File: config.mk
export PLATFORM = sky130hd
export DESIGN_NAME = cdb_arbiter
export DESIGN_NICKNAME = d
export VERILOG_FILES = /design/src/rtl/cdb_arbiter.sv
export SDC_FILE = /design/constraint.sdc
export NUM_CORES = 1
export LEC_CHECK = 0
export CORE_AREA = 4 4 184 186
export DETAILED_ROUTE_END_ITERATION = 7
export DIE_AREA = 0 0 188 190
export PLACE_DENSITY = 0.67
export SLEW_MARGIN = 20
export SYNTH_ARGS = -nofsm -noshare
export SYNTH_HDL_FRONTEND = slang
export SYNTH_SLANG_ARGS = --single-unit
File: constraint.sdc
create_clock -name clk -period 3.43 [get_ports clk]
set_input_delay 0.343 -clock clk [delete_from_list [all_inputs] [get_ports clk]]
set_output_delay 0.343 -clock clk [all_outputs]
set_load 0.005 [all_outputs]
File: src/rtl/cdb_arbiter.sv
// rtl/cdb_arbiter.sv - round-robin result-bus arbiter with a small queue per producer channel
// Define CDB_FLUSH_EN to add flush_in, which discards every pending result.
module cdb_arbiter #(
  parameter int NUM_SRC = 4,
  parameter int TAG_W   = 5,
  parameter int DATA_W  = 32,
  parameter int DEPTH   = 2
) (
  input  logic                        clk,
  input  logic                        rst_n,
  input  logic [NUM_SRC-1:0]          req_valid,
  input  logic [NUM_SRC*TAG_W-1:0]    req_tag,
  input  logic [NUM_SRC*DATA_W-1:0]   req_data,
  output logic [NUM_SRC-1:0]          req_ready,
`ifdef CDB_FLUSH_EN
  input  logic                        flush_in,
`endif
  output logic                        valid_out,
  output logic [TAG_W-1:0]            tag_out,
  output logic [DATA_W-1:0]           data_out,
  output logic [$clog2(NUM_SRC)-1:0]  src_out
);

  localparam int SRC_W = $clog2(NUM_SRC);
  localparam int PTR_W = $clog2(DEPTH);
  localparam int CNT_W = PTR_W + 1;

  logic [TAG_W-1:0]  tag_mem_q  [NUM_SRC][DEPTH];
  logic [DATA_W-1:0] data_mem_q [NUM_SRC][DEPTH];
  logic [PTR_W-1:0]  wr_ptr_q [NUM_SRC];
  logic [PTR_W-1:0]  wr_ptr_d [NUM_SRC];
  logic [PTR_W-1:0]  rd_ptr_q [NUM_SRC];
  logic [PTR_W-1:0]  rd_ptr_d [NUM_SRC];
  logic [CNT_W-1:0]  cnt_q    [NUM_SRC];
  logic [CNT_W-1:0]  cnt_d    [NUM_SRC];
  logic [SRC_W-1:0]  rr_ptr_q, rr_ptr_d;
  logic              valid_q;
  logic [TAG_W-1:0]  tag_q;
  logic [DATA_W-1:0] data_q;
  logic [SRC_W-1:0]  src_q;

  logic [NUM_SRC-1:0] push, pop, nonempty;
  logic               gnt_valid;
  logic [SRC_W-1:0]   gnt_idx;

  // Ready comes from the registered count only, so a full channel stays closed even when granted.
  always_comb begin
    req_ready = '0;
    nonempty  = '0;
    for (int i = 0; i < NUM_SRC; i++) begin
      req_ready[i] = (cnt_q[i] < CNT_W'(DEPTH));
      nonempty[i]  = (cnt_q[i] != '0);
    end
    push = req_valid & req_ready;
  end

  always_comb begin
    int idx;
    idx       = 0;
    gnt_valid = 1'b0;
    gnt_idx   = '0;
    for (int k = 0; k < NUM_SRC; k++) begin
      idx = int'(rr_ptr_q) + k;
      if (idx >= NUM_SRC) idx = idx - NUM_SRC;
      if (!gnt_valid && nonempty[idx]) begin
        gnt_valid = 1'b1;
        gnt_idx   = SRC_W'(idx);
      end
    end
    pop      = gnt_valid ? (NUM_SRC'(1) << gnt_idx) : '0;
    rr_ptr_d = rr_ptr_q;
    if (gnt_valid) rr_ptr_d = (gnt_idx == SRC_W'(NUM_SRC - 1)) ? '0 : gnt_idx + SRC_W'(1);
  end

  always_comb begin
    for (int i = 0; i < NUM_SRC; i++) begin
      cnt_d[i]    = cnt_q[i] + CNT_W'(push[i]) - CNT_W'(pop[i]);
      wr_ptr_d[i] = wr_ptr_q[i] + PTR_W'(push[i]);
      rd_ptr_d[i] = rd_ptr_q[i] + PTR_W'(pop[i]);
    end
  end

  // Queue storage needs no reset: occupancy and pointers decide what is live.
  always_ff @(posedge clk) begin
    for (int i = 0; i < NUM_SRC; i++) begin
      if (push[i]) begin
        tag_mem_q[i][wr_ptr_q[i]]  <= req_tag[i*TAG_W +: TAG_W];
        data_mem_q[i][wr_ptr_q[i]] <= req_data[i*DATA_W +: DATA_W];
      end
    end
  end

  always_ff @(posedge clk) begin
    if (!rst_n) begin
      for (int i = 0; i < NUM_SRC; i++) begin
        cnt_q[i]    <= '0;
        wr_ptr_q[i] <= '0;
        rd_ptr_q[i] <= '0;
      end
      rr_ptr_q <= '0;
      valid_q  <= 1'b0;
      tag_q    <= '0;
      data_q   <= '0;
      src_q    <= '0;
    end
`ifdef CDB_FLUSH_EN
    else if (flush_in) begin
      for (int i = 0; i < NUM_SRC; i++) begin
        cnt_q[i]    <= '0;
        wr_ptr_q[i] <= '0;
        rd_ptr_q[i] <= '0;
      end
      valid_q <= 1'b0;
    end
`endif
    else begin
      for (int i = 0; i < NUM_SRC; i++) begin
        cnt_q[i]    <= cnt_d[i];
        wr_ptr_q[i] <= wr_ptr_d[i];
        rd_ptr_q[i] <= rd_ptr_d[i];
      end
      rr_ptr_q <= rr_ptr_d;
      valid_q  <= gnt_valid;
      if (gnt_valid) begin
        tag_q  <= tag_mem_q[gnt_idx][rd_ptr_q[gnt_idx]];
        data_q <= data_mem_q[gnt_idx][rd_ptr_q[gnt_idx]];
        src_q  <= gnt_idx;
      end
    end
  end

  assign valid_out = valid_q;
  assign tag_out   = tag_q;
  assign data_out  = data_q;
  assign src_out   = src_q;

endmodule

==> impl_metrics.csv <==
group,metric,value,unit
global_routing,grt_max_degree,85,
logic_synthesis,ys_dominant_reg_cell,"edfxtp_1",
drt,remaining_drc_errors,0,
floorplan,start_util,0.444,
logic_synthesis,synth_mux_area_frac,0.103,
sta,post-route-min-period,2.81,ns
worst_setup_path,cp-end-kind,"flop",
drt,ant_nets,0,
sta,relSlewSlack,0.444,
drt,viasPerCell,5.24,
clock_tree,clock_latency,0.51,ns
floorplan,die_h,190,µm
sta,worst_slew_pin_slew,0.834,ns
logic_synthesis,postSynthCellCount,1004,
place,dp_hpwl,22300,µm
cells_and_area,drive_above_1_share,0.0769,
worst_setup_path,required,3.81,ns
drt,wl_per_cell,22.1,µm
clock_tree,post_cts_buffers,0,
logic_synthesis,netlist_area,14300,µm²
clock_tree,clkSlewWorstSetupHoldPaths,0.06,ns
drt,drt_first_pass_iters,5,
job,maxCapViolCount,0,
power_and_ir_drop,peakVddDrop,0.000964,V
place,routabilityCongestion,0.787,
logic_synthesis,yosys_warnings,0,
hold_path,hp-class,"in2reg",
logic_synthesis,synth_compound_area_frac,0.0715,
logic_synthesis,synthArstFlopShare,0,
logic_synthesis,synth-xor-area-share,0.00734,
sta,period_share,0.820,
sta,finalClockSkew,0.0230,ns
logic_synthesis,synth_top_family_by_area,"multiplexers",
cells_and_area,multiInputGateArea,3890,µm²
outcome,status,"complete, no violations",
floorplan,dieArea,35700,µm²
cells_and_area,fillCellCount,2608,
sta,final-max-slew-violation-count,0,
cells_and_area,syn_to_final_growth,25.7,%
global_routing,grt_pass1_vias,9175,
clock_tree,cts_sinks,354,
worst_setup_path,rrSetupSlack,0.62,ns
logic_synthesis,synthAdderAreaFrac,0.0157,
worst_setup_path,crit_path_start_kind,"flop",
floorplan,dieWidth,188,µm
logic_synthesis,ys_seq_area_frac,0.702,
global_routing,grt_pass1_wl,55000,µm
power_and_ir_drop,power,16.0,mW
global_routing,antenna_found_initial,2,
global_routing,track_usage,0.203,
drt,dr.first_iter.drc_count,675,
clock_tree,cts-buffers-inserted,37,
clock_tree,cts-root-buf,"clkbuf_16",
worst_setup_path,crit_fanout,40,
clock_tree,ctsResizeCount,0,
sta,hold_ws,0.414,ns
logic_synthesis,yosys.area_share.simple,0.0700,
logic_synthesis,synth_fp_nets,1176,
worst_setup_path,worst_ep_arrival_time,3.20,ns
cells_and_area,regArea,10100,µm²
floorplan,row_count,66,
place,io_buffers,197,
floorplan,core_region_area,32300,µm²
clock_tree,htreeDepth,2,
floorplan,pin_count,198,
worst_setup_path,crit_type,"reg2reg",
sta,hold_viol,0,
global_routing,grt_remaining_overflow,0,
logic_synthesis,ys_ff_latch,354,
power_and_ir_drop,pwr_density_cell,890,nW/µm²
logic_synthesis,synth_cell_types,35,
sta,tns,0,ns
drt,postRouteWirelength,37100,µm
clock_tree,cts_tree,"yes",
sta,finalSetupViolCount,0,
cells_and_area,nNetsFinal,1378,
drt,vias,8794,
power_and_ir_drop,p_leak,6.76,nW
sta,rsz0062_at_grt,"false",
sta,clock.fmax,355,MHz
logic_synthesis,syn_avg_cell_area,14.3,µm²
logic_synthesis,synth_edf_count,296,
clock_tree,clockBufferDepth,3,
clock_tree,postCtsHoldBufs,0,
[metrics by stage]
stage	area (µm²)	util	setup WS (ns)	instances
2_1_floorplan	14300	-	0.503	1004
3_3_place_gp	16800	0.521	0.705	1609
3_5_place_dp	16800	0.521	0.633	1609
4_1_cts	18000	0.557	0.604	1677
5_1_grt	18000	0.557	0.488	1677
6_report	18000	0.558	0.617	1679
[sequential cells by signal, indices dropped and copies added (netlist names)]
signal      cells
data_mem_q    256
tag_mem_q      40
data_out       32
cnt_q           8
tag_out         5
rd_ptr_q        4
wr_ptr_q        4
rr_ptr_q        2
src_out         2
valid_out       1
[worst paths after layout]
| check | cells after the start | end | from |
|---|---|---|---|
| setup / recovery | 8 | data_out[21] | cnt_q[1][1] |
| setup reg to reg | 8 | data_out[21] | cnt_q[1][1] |
| hold reg to reg | 2 | data_out[23] | data_out[23] |
| hold / removal | 1 | data_mem_q[1][10] | req_data[42] |
[placed cells by master (no fill, tap or decap), drive strengths merged, types with 18 or more instances in the layout]
| cell type | Yosys | layout |
|---|---|---|
| nand2 | 39 | 39 |
| ha | 18 | 18 |
| a221o | 37 | 37 |
| nor2 | 137 | 137 |
| o21ai | 112 | 112 |
| clkdlybuf4s50 | 0 | 197 |
| dfxtp | 58 | 58 |
| mux2i | 148 | 148 |
| inv | 24 | 25 |
| clkbuf | 36 | 55 |
| edfxtp | 296 | 296 |
| nor2b | 41 | 41 |
| buf | 22 | 24 |
[final cells by class]
cell class	count	share of cell area
inverter	24	0.00542
sequential	354	0.558
clock inverter	13	0.00619
tap	442	0.0307
clock buffer	55	0.0587
antenna	2	0.000278
timing repair buffer	221	0.124
multi-input combinational	568	0.216
[Yosys cell counts (4+ instances only)]
| master | count | area, µm² |
|---|---|---|
| a221o_1 | 37 | 370 |
| and2_1 | 6 | 37.5 |
| buf_2 | 4 | 20.0 |
| buf_4 | 7 | 52.6 |
| buf_6 | 8 | 90.1 |
| clkbuf_1 | 36 | 135 |
| dfxtp_1 | 58 | 1160 |
| edfxtp_1 | 296 | 8890 |
| ha_1 | 18 | 225 |
| inv_1 | 22 | 82.6 |
| mux2i_1 | 148 | 1480 |
| nand2_1 | 39 | 146 |
| nor2_1 | 137 | 514 |
| nor2b_1 | 41 | 257 |
| o21ai_0 | 62 | 310 |
| o21ai_1 | 50 | 250 |
| xnor2_1 | 12 | 105 |
[worst max-delay path: stages (launching register included)]
cell      delay (ns)
dfxtp_1         0.34
or4_1           0.54
o2111a_1        0.18
or2_2           0.36
buf_4           0.32
a211oi_4        0.31
buf_4           0.35
a221o_1         0.21
o21ai_1         0.07
[kinds of logic after synthesis]
logic type,after synthesis
AO/OA/AOI/OAI,159
buffers and inverters,82
XOR/XNOR,12
adder cells (fa/ha/maj),18
multiplexers,148
flip-flops,354
AND/OR/NAND/NOR,231
[power breakdown]
part | total (mW) | switching [mW] | leakage (nW) | internal [mW]
logic | 6.42 | 3.67 | 2.96 | 2.75
registers | 5.76 | 0.289 | 3.24 | 5.47
clock network | 3.84 | 1.56 | 0.569 | 2.28
[routing by layer]
layer / part of all wire / wire length, µm / global-route usage
met5: 0.00035 / 13 / 0
met1: 0.42 / 15600 / 0.261
met3: 0.058 / 2170 / 0.0360
met2: 0.50 / 18400 / 0.354
met4: 0.024 / 877 / 0.0618
Power figures use the tool's default switching activity.
